==> config.mk <==
export PLATFORM = sky130hd
export DESIGN_NAME = cache_fill_flat
export DESIGN_NICKNAME = d
export VERILOG_FILES = /design/src/rtl/cache_fill_pkg.sv /design/src/rtl/cache_fill_if.sv /design/src/rtl/cache_line_array.sv /design/src/rtl/cache_fill.sv /design/src/flat_wrapper.sv
export SDC_FILE = /design/constraint.sdc
export NUM_CORES = 1
export LEC_CHECK = 0
export ABC_CLOCK_PERIOD_IN_PS = 23200
export BUFFER_PORTS_ARGS = -buffer_cell sky130_fd_sc_hd__buf_2
export CAP_MARGIN = 0
export CORE_MARGIN = 5
export CORE_UTILIZATION = 60
export DETAILED_ROUTE_END_ITERATION = 8
export PLACE_DENSITY = 0.78
export SKIP_CTS_REPAIR_TIMING = 1
export SYNTH_ARGS = -nofsm -noshare
export SYNTH_HDL_FRONTEND = slang
export SYNTH_SLANG_ARGS = --single-unit
==> constraint.sdc <==
create_clock -name Clk -period 23.2 [get_ports Clk]
set_clock_uncertainty 0.15 [all_clocks]
set_input_delay 2.32 -clock Clk [delete_from_list [all_inputs] [get_ports Clk]]
set_output_delay 2.32 -clock Clk [all_outputs]
set_load 0.01 [all_outputs]
==> src/rtl/cache_fill_pkg.sv <==
// Shared constants, state encoding and line helpers for the read-only fill cache.
package cache_fill_pkg;

    localparam int CACHE_LINE_LEN = 128;
    localparam int CACHE_WORDS    = 4;

    typedef enum logic [1:0] {
        CF_IDLE = 2'd0,
        CF_PARK = 2'd1,
        CF_FILL = 2'd2
    } cf_state_t;

    function automatic logic [31:0] line_word(input logic [CACHE_LINE_LEN-1:0] line,
                                              input logic [1:0] sel);
        case (sel)
            2'd0:    line_word = line[31:0];
            2'd1:    line_word = line[63:32];
            2'd2:    line_word = line[95:64];
            2'd3:    line_word = line[127:96];
            default: line_word = line[31:0];
        endcase
    endfunction

endpackage

==> src/rtl/cache_fill_if.sv <==
// CPU-side and memory-side bus of the fill cache; slave is the cache, master drives it.
interface cache_fill_if;
    import cache_fill_pkg::*;

    logic                      Req;
    logic [31:0]               Addr;
    logic                      Flush;
    logic [31:0]               Data;
    logic                      Stall;
    logic [31:0]               PAddr;
    logic [CACHE_LINE_LEN-1:0] Val;
    logic                      En;

    modport slave  (input Req, Addr, Flush, Val, En, output Data, Stall, PAddr);
    modport master (output Req, Addr, Flush, Val, En, input Data, Stall, PAddr);

endinterface

==> src/rtl/cache_line_array.sv <==
// Valid/tag/data storage: combinational read by index, one write port, flush clears valids.
module cache_line_array
    import cache_fill_pkg::*;
#(
    parameter int LINES = 8,
    parameter int TW    = 25
) (
    input  logic                      Clk,
    input  logic                      Rst,
    input  logic                      flush,
    input  logic [$clog2(LINES)-1:0]  rd_idx,
    output logic                      rd_valid,
    output logic [TW-1:0]             rd_tag,
    output logic [CACHE_LINE_LEN-1:0] rd_line,
    input  logic                      wr_en,
    input  logic [$clog2(LINES)-1:0]  wr_idx,
    input  logic [TW-1:0]             wr_tag,
    input  logic [CACHE_LINE_LEN-1:0] wr_line,
    input  logic                      wr_valid
);
    logic [LINES-1:0]          valid_r;
    logic [TW-1:0]             tag_r  [LINES];
    logic [CACHE_LINE_LEN-1:0] data_r [LINES];

    assign rd_valid = valid_r[rd_idx];
    assign rd_tag   = tag_r[rd_idx];
    assign rd_line  = data_r[rd_idx];

    // Valid bits: flush beats a simultaneous install so the line stays invalid.
    always_ff @(posedge Clk or negedge Rst) begin
        if (!Rst) begin
            valid_r <= '0;
        end else if (flush) begin
            valid_r <= '0;
        end else if (wr_en) begin
            valid_r[wr_idx] <= wr_valid;
        end
    end

    // Tag and line payload are written even when a flush hides them.
    always_ff @(posedge Clk) begin
        if (wr_en) begin
            tag_r[wr_idx]  <= wr_tag;
            data_r[wr_idx] <= wr_line;
        end
    end

endmodule

==> src/rtl/cache_fill.sv <==
// Direct-mapped read-only cache: same-cycle hits, line fill over a stability-counted memory port.
module cache_fill
    import cache_fill_pkg::*;
#(
    parameter int LINES = 8
) (
    input  logic        Clk,
    input  logic        Rst,
    cache_fill_if.slave bus
);
    localparam int IW = $clog2(LINES);
    localparam int TW = 28 - IW;

    cf_state_t                 state_r, state_s;
    logic [31:0]               paddr_r, paddr_s;
    logic [27:0]               missline_r, missline_s;
    logic [27:0]               req_line_s;
    logic [IW-1:0]             rd_idx_s;
    logic [TW-1:0]             rd_tag_s;
    logic [CACHE_LINE_LEN-1:0] rd_line_s;
    logic                      rd_valid_s;
    logic                      hit_s;
    logic                      wr_en_s;
    logic                      unused_s;

    assign req_line_s = bus.Addr[31:4];
    assign rd_idx_s   = req_line_s[IW-1:0];
    assign unused_s   = ^bus.Addr[1:0];

    assign hit_s     = bus.Req && rd_valid_s && (rd_tag_s == req_line_s[27:IW]);
    assign bus.Data  = line_word(rd_line_s, bus.Addr[3:2]);
    assign bus.Stall = (state_r != CF_IDLE) || (bus.Req && !hit_s);
    assign bus.PAddr = paddr_r;
    assign wr_en_s   = (state_r == CF_FILL) && bus.En;

    cache_line_array #(
        .LINES (LINES),
        .TW    (TW)
    ) u_array (
        .Clk      (Clk),
        .Rst      (Rst),
        .flush    (bus.Flush),
        .rd_idx   (rd_idx_s),
        .rd_valid (rd_valid_s),
        .rd_tag   (rd_tag_s),
        .rd_line  (rd_line_s),
        .wr_en    (wr_en_s),
        .wr_idx   (missline_r[IW-1:0]),
        .wr_tag   (missline_r[27:IW]),
        .wr_line  (bus.Val),
        .wr_valid (1'b1)
    );

    // Controller state, memory address and the line being fetched.
    always_ff @(posedge Clk or negedge Rst) begin
        if (!Rst) begin
            state_r    <= CF_IDLE;
            paddr_r    <= 32'h0;
            missline_r <= 28'h0;
        end else begin
            state_r    <= state_s;
            paddr_r    <= paddr_s;
            missline_r <= missline_s;
        end
    end

    // Next state: a miss to the address already on PAddr parks elsewhere first so
    // the memory restarts its stability count.
    always_comb begin
        state_s    = state_r;
        paddr_s    = paddr_r;
        missline_s = missline_r;
        case (state_r)
            CF_IDLE: begin
                if (bus.Req && !hit_s) begin
                    missline_s = req_line_s;
                    if (req_line_s != paddr_r[31:4]) begin
                        paddr_s = {req_line_s, 4'h0};
                        state_s = CF_FILL;
                    end else begin
                        paddr_s = {req_line_s, 4'h0} ^ 32'h10;
                        state_s = CF_PARK;
                    end
                end else begin
                    state_s = CF_IDLE;
                end
            end
            CF_PARK: begin
                paddr_s = {missline_r, 4'h0};
                state_s = CF_FILL;
            end
            CF_FILL: begin
                if (bus.En) begin
                    state_s = CF_IDLE;
                end else begin
                    state_s = CF_FILL;
                end
            end
            default: begin
                state_s = CF_IDLE;
            end
        endcase
    end

endmodule

==> src/flat_wrapper.sv <==
// flat-port wrapper written by rule: the top's interface ports become plain ports
module cache_fill_flat import cache_fill_pkg::*;
#(
    parameter int LINES = 8
)
  (Clk, Rst, bus_Req, bus_Addr, bus_Flush, bus_Val, bus_En, bus_Data, bus_Stall, bus_PAddr);
  cache_fill_if bus_i ();
  input  logic Clk;
  input  logic Rst;
  input wire logic [$bits(bus_i.Req)-1:0] bus_Req;
  input wire logic [$bits(bus_i.Addr)-1:0] bus_Addr;
  input wire logic [$bits(bus_i.Flush)-1:0] bus_Flush;
  input wire logic [$bits(bus_i.Val)-1:0] bus_Val;
  input wire logic [$bits(bus_i.En)-1:0] bus_En;
  output wire logic [$bits(bus_i.Data)-1:0] bus_Data;
  output wire logic [$bits(bus_i.Stall)-1:0] bus_Stall;
  output wire logic [$bits(bus_i.PAddr)-1:0] bus_PAddr;
  assign bus_i.Req = bus_Req;
  assign bus_i.Addr = bus_Addr;
  assign bus_i.Flush = bus_Flush;
  assign bus_i.Val = bus_Val;
  assign bus_i.En = bus_En;
  assign bus_Data = bus_i.Data;
  assign bus_Stall = bus_i.Stall;
  assign bus_PAddr = bus_i.PAddr;
  cache_fill #(.LINES(LINES)) u_core (.Clk(Clk), .Rst(Rst), .bus(bus_i));
endmodule
==> impl_results.rst <==
.. list-table::
   :header-rows: 1

   * - Metric
     - Value
   * - Run status
     - finished clean
   * - Post-CTS clock slew at the launch and capture registers of the worst setup and hold paths
     - 60 ps
   * - Maximum number of pins on one net before global-route repair
     - between 100 and 150
   * - Initial Util
     - around 60%
   * - Layout Nets
     - roughly 2500
   * - Via count of the first global-routing pass
     - approximately 24000
   * - I/O pin count
     - 230
   * - Number of cells on the worst reg-to-reg path
     - 5
   * - Total CTS buffers
     - roughly 120
   * - Grt total ovfl
     - 0
   * - Wirelength per Cell
     - 29.25 microns
   * - Synth top cells by count
     - sky130_fd_sc_hd__edfxtp_1, sky130_fd_sc_hd__mux4_2, sky130_fd_sc_hd__dfrtp_1
   * - H-Tree Level Count
     - 3
   * - Setup repair after global routing missed its margin
     - false
   * - Post-Place Worst Slack
     - approximately 14000 ps
   * - Async set or reset register ratio after synthesis
     - under 10%
   * - Hpwl dp
     - 56260 microns
   * - Number of iterations in the first detailed-routing pass
     - 6
   * - Proportion of netlist area held by the largest area contributor
     - approximately 74%
   * - Actual slew at the worst max-slew pin
     - around 1200 ps
   * - Library cells used by synthesis
     - 40
   * - Cell leakage power
     - approximately 0.018 uW
   * - Wire length of the first global-routing pass
     - 157000 microns
   * - Post-synth EDFFs
     - 1224
   * - Cell with the most instances after synthesis
     - sky130_fd_sc_hd__edfxtp_1
   * - Critical Path Source
     - bus_Addr[4]
   * - End point of the critical path
     - bus_Stall
   * - Top cells by area, synth
     - sky130_fd_sc_hd__edfxtp_1, sky130_fd_sc_hd__mux4_2, sky130_fd_sc_hd__dfrtp_1
   * - Pwr dens
     - a little over 90 nW/um^2
   * - Mean cell area of the mapped netlist
     - between 20 and 25 sq um
   * - Area of the mapped netlist
     - about 50000 sq um
   * - Overall die height
     - 297.8 microns
   * - Number of buffers added on ports
     - roughly 220
   * - Maximum number of buffers from clock root to sink
     - 3
   * - Hold_ws
     - about 370 ps
   * - Total core area
     - 82110 sq um
   * - Weighted congestion at the end of routability-driven global placement
     - 0.7923
   * - Worst slew margin relative to its limit
     - 21.00%
   * - Crit-path max FO
     - 66
   * - Final setup violating endpoints
     - 0
   * - Final clock period utilization by the worst path
     - between 40% and 50%
   * - Worst voltage drop across the vdd grid
     - 70.78 uV
   * - Most instantiated flip-flop cell in the synthesis netlist
     - sky130_fd_sc_hd__edfxtp_1
   * - Path type of the worst setup path
     - in2out
   * - CP Launch Type
     - input port
   * - Horizontal die dimension
     - between 200 and 300 microns
   * - Via count
     - around 23000
   * - Number of placement rows
     - around 110
   * - Sequential element share of the synthesized area
     - around 77%
   * - Post-route worst setup slack
     - around 14000 ps
   * - CTS tree
     - yes
   * - Final critical-path required period
     - around 9400 ps
   * - Number of max-capacitance violations reported
     - 0
   * - Destination of the worst register-to-register timing path
     - u_core.u_array.data_r[2][64]
   * - CTS Root Cell
     - sky130_fd_sc_hd__clkbuf_16
   * - Count of fill cells added during filler insertion
     - between 4000 and 5000
   * - Hold Crit Class
     - reg2reg
   * - Overall fraction of global-route tracks in use
     - approximately a quarter
   * - Highest clock frequency the design can meet
     - 106.6 MHz
   * - Total wirelength of the detailed-routed design
     - approximately 100000 microns
   * - Worst path arrival time
     - approximately 6900 ps
   * - Library cell with the largest summed area after synthesis
     - sky130_fd_sc_hd__edfxtp_1
   * - Initial DRC count
     - 2279
   * - Area growth syn-to-layout
     - 12.90%
   * - FF-to-FF setup slack
     - approximately 18000 ps
   * - Proportion of layout cells with a drive suffix above 1
     - a little over a third
   * - Final hold violation count
     - 0
   * - Remaining antenna violation count after routing
     - 0
   * - Antenna violations before repair
     - 25
   * - Worst reg2reg startpoint
     - u_core.state_r[0]
   * - Worst path required time
     - a little over 20000 ps
   * - Number of instances in the synthesized netlist
     - about 2100
   * - Worst-skew pair later-pin latency
     - about 690 ps
   * - Yosys warning total
     - 0
   * - Average via count per standard cell
     - about 6.4
   * - Number of DRC violations after detailed routing
     - 0
   * - Max-slew violations
     - 0
   * - Aggregate negative setup slack
     - 0 ps
   * - Full die area
     - 88660 sq um
   * - Sort of element at the end of the critical path
     - primary output
   * - Number of sinks on the clock net
     - roughly 1300
   * - Synth Register Bits
     - about 1300
[where the power goes]
part | switching, uW | internal (uW)
Sequential | 71.8 | 2720
Combinational | 238 | 172
Clock | 831 | 1160
[cell type report]
class	instances	area, sq um	area share, %
flip-flops and latches	1290	38410	68.47
clock inverters	81	882.1	1.573
diodes	15	37.54	0.06692
clock buffers	148	3171	5.652
inverters	1	3.754	0.006692
repair buffers	259	1443	2.572
multi-input cells	696	10810	19.27
well taps	1070	1339	2.387
[metal layers]
layer	vias up	routed length [microns]	share of wire [%]	track usage, %
met3	160	7016	6.7	4.376
met2	823	54900	53	40.67
met4	18	2181	2.1	6.035
li1	9480	-	-	-
met1	12130	39910	38	32.42
met5	-	115	0.11	0
[worst min-delay path by stage]
stage / start / to / cells past startpoint
3_3_place_gp: u_core.u_array.valid_r[3] / u_core.u_array.valid_r[3] / 2
2_1_floorplan: u_core.u_array.valid_r[2] / u_core.u_array.valid_r[2] / 2
6_report: u_core.u_array.valid_r[6] / u_core.u_array.valid_r[6] / 2
4_1_cts: u_core.u_array.valid_r[3] / u_core.u_array.valid_r[3] / 2
3_5_place_dp: u_core.u_array.valid_r[3] / u_core.u_array.valid_r[3] / 2
5_1_grt: u_core.u_array.valid_r[6] / u_core.u_array.valid_r[6] / 2
[sequential cells by signal (all words and copies together) (netlist names)]
name / flops
u_core.u_array.valid_r: 8
u_core.missline_r: 28
u_core.u_array.data_r: 1024
u_core.bus.PAddr: 28
u_core.u_array.tag_r: 200
u_core.state_r: 2
[critical path, cell delays in order]
cell,delay [ps]
sky130_fd_sc_hd__buf_8,520
sky130_fd_sc_hd__buf_4,810
sky130_fd_sc_hd__buf_4,880
sky130_fd_sc_hd__mux4_2,610
sky130_fd_sc_hd__mux2i_1,290
sky130_fd_sc_hd__xor2_1,180
sky130_fd_sc_hd__nand4_1,170
sky130_fd_sc_hd__nor4_2,480
sky130_fd_sc_hd__nand2_1,190
sky130_fd_sc_hd__nand2_1,110
sky130_fd_sc_hd__nand2_1,60
sky130_fd_sc_hd__buf_2,150
[cells in the final DEF, fill, tap and decap left out, types with 3 or more instances in the layout]
cell,instances
sky130_fd_sc_hd__mux4_2,360
sky130_fd_sc_hd__edfxtp_1,1224
sky130_fd_sc_hd__or3_1,4
sky130_fd_sc_hd__nor2_1,48
sky130_fd_sc_hd__nand3_1,3
sky130_fd_sc_hd__inv_6,5
sky130_fd_sc_hd__bufinv_16,17
sky130_fd_sc_hd__nor2_4,6
sky130_fd_sc_hd__a22oi_1,6
sky130_fd_sc_hd__clkinvlp_4,8
sky130_fd_sc_hd__and3_1,3
sky130_fd_sc_hd__diode_2,15
sky130_fd_sc_hd__clkbuf_8,3
sky130_fd_sc_hd__clkinv_4,4
sky130_fd_sc_hd__mux2i_1,65
sky130_fd_sc_hd__buf_2,219
sky130_fd_sc_hd__clkinv_2,22
sky130_fd_sc_hd__a22o_1,4
sky130_fd_sc_hd__dfrtp_1,66
sky130_fd_sc_hd__clkinv_1,23
sky130_fd_sc_hd__mux2_2,63
sky130_fd_sc_hd__clkbuf_1,24
sky130_fd_sc_hd__clkbuf_16,122
sky130_fd_sc_hd__nand2b_1,4
sky130_fd_sc_hd__nand4_1,8
sky130_fd_sc_hd__xor2_1,30
sky130_fd_sc_hd__nor4_1,5
sky130_fd_sc_hd__buf_4,35
sky130_fd_sc_hd__o21ai_0,4
sky130_fd_sc_hd__conb_1,4
sky130_fd_sc_hd__xnor2_1,18
sky130_fd_sc_hd__nor2b_1,5
sky130_fd_sc_hd__nand2_1,8
sky130_fd_sc_hd__a21oi_1,29
[stage by stage]
stage                     total power [uW]  utilization, %  area, sq um  cells
final                                 5194           68.31        56090   3560
after global routing                  5376           68.28        56060   3548
after CTS                             5239           68.27        56060   3545
after detailed placement              3252           63.33        52000   3316
after global placement                3229           63.33        52000   3316
after floorplan                       3094               -        49690   2096
[logic make-up (layout without fill, tap and decap cells)]
kind of cell | Yosys count | count (layout) | synth area share, %
xor+xnor | 48 | 48 | 0.8462
compound gates | 53 | 53 | 0.6523
simple gates | 101 | 101 | 0.9746
flops | 1290 | 1290 | 77.31
buf+inv | 110 | 489 | 1.096
other cells | 1 | 19 | 0.007548
mux | 490 | 490 | 19.12
Power figures use the tool's default switching activity.
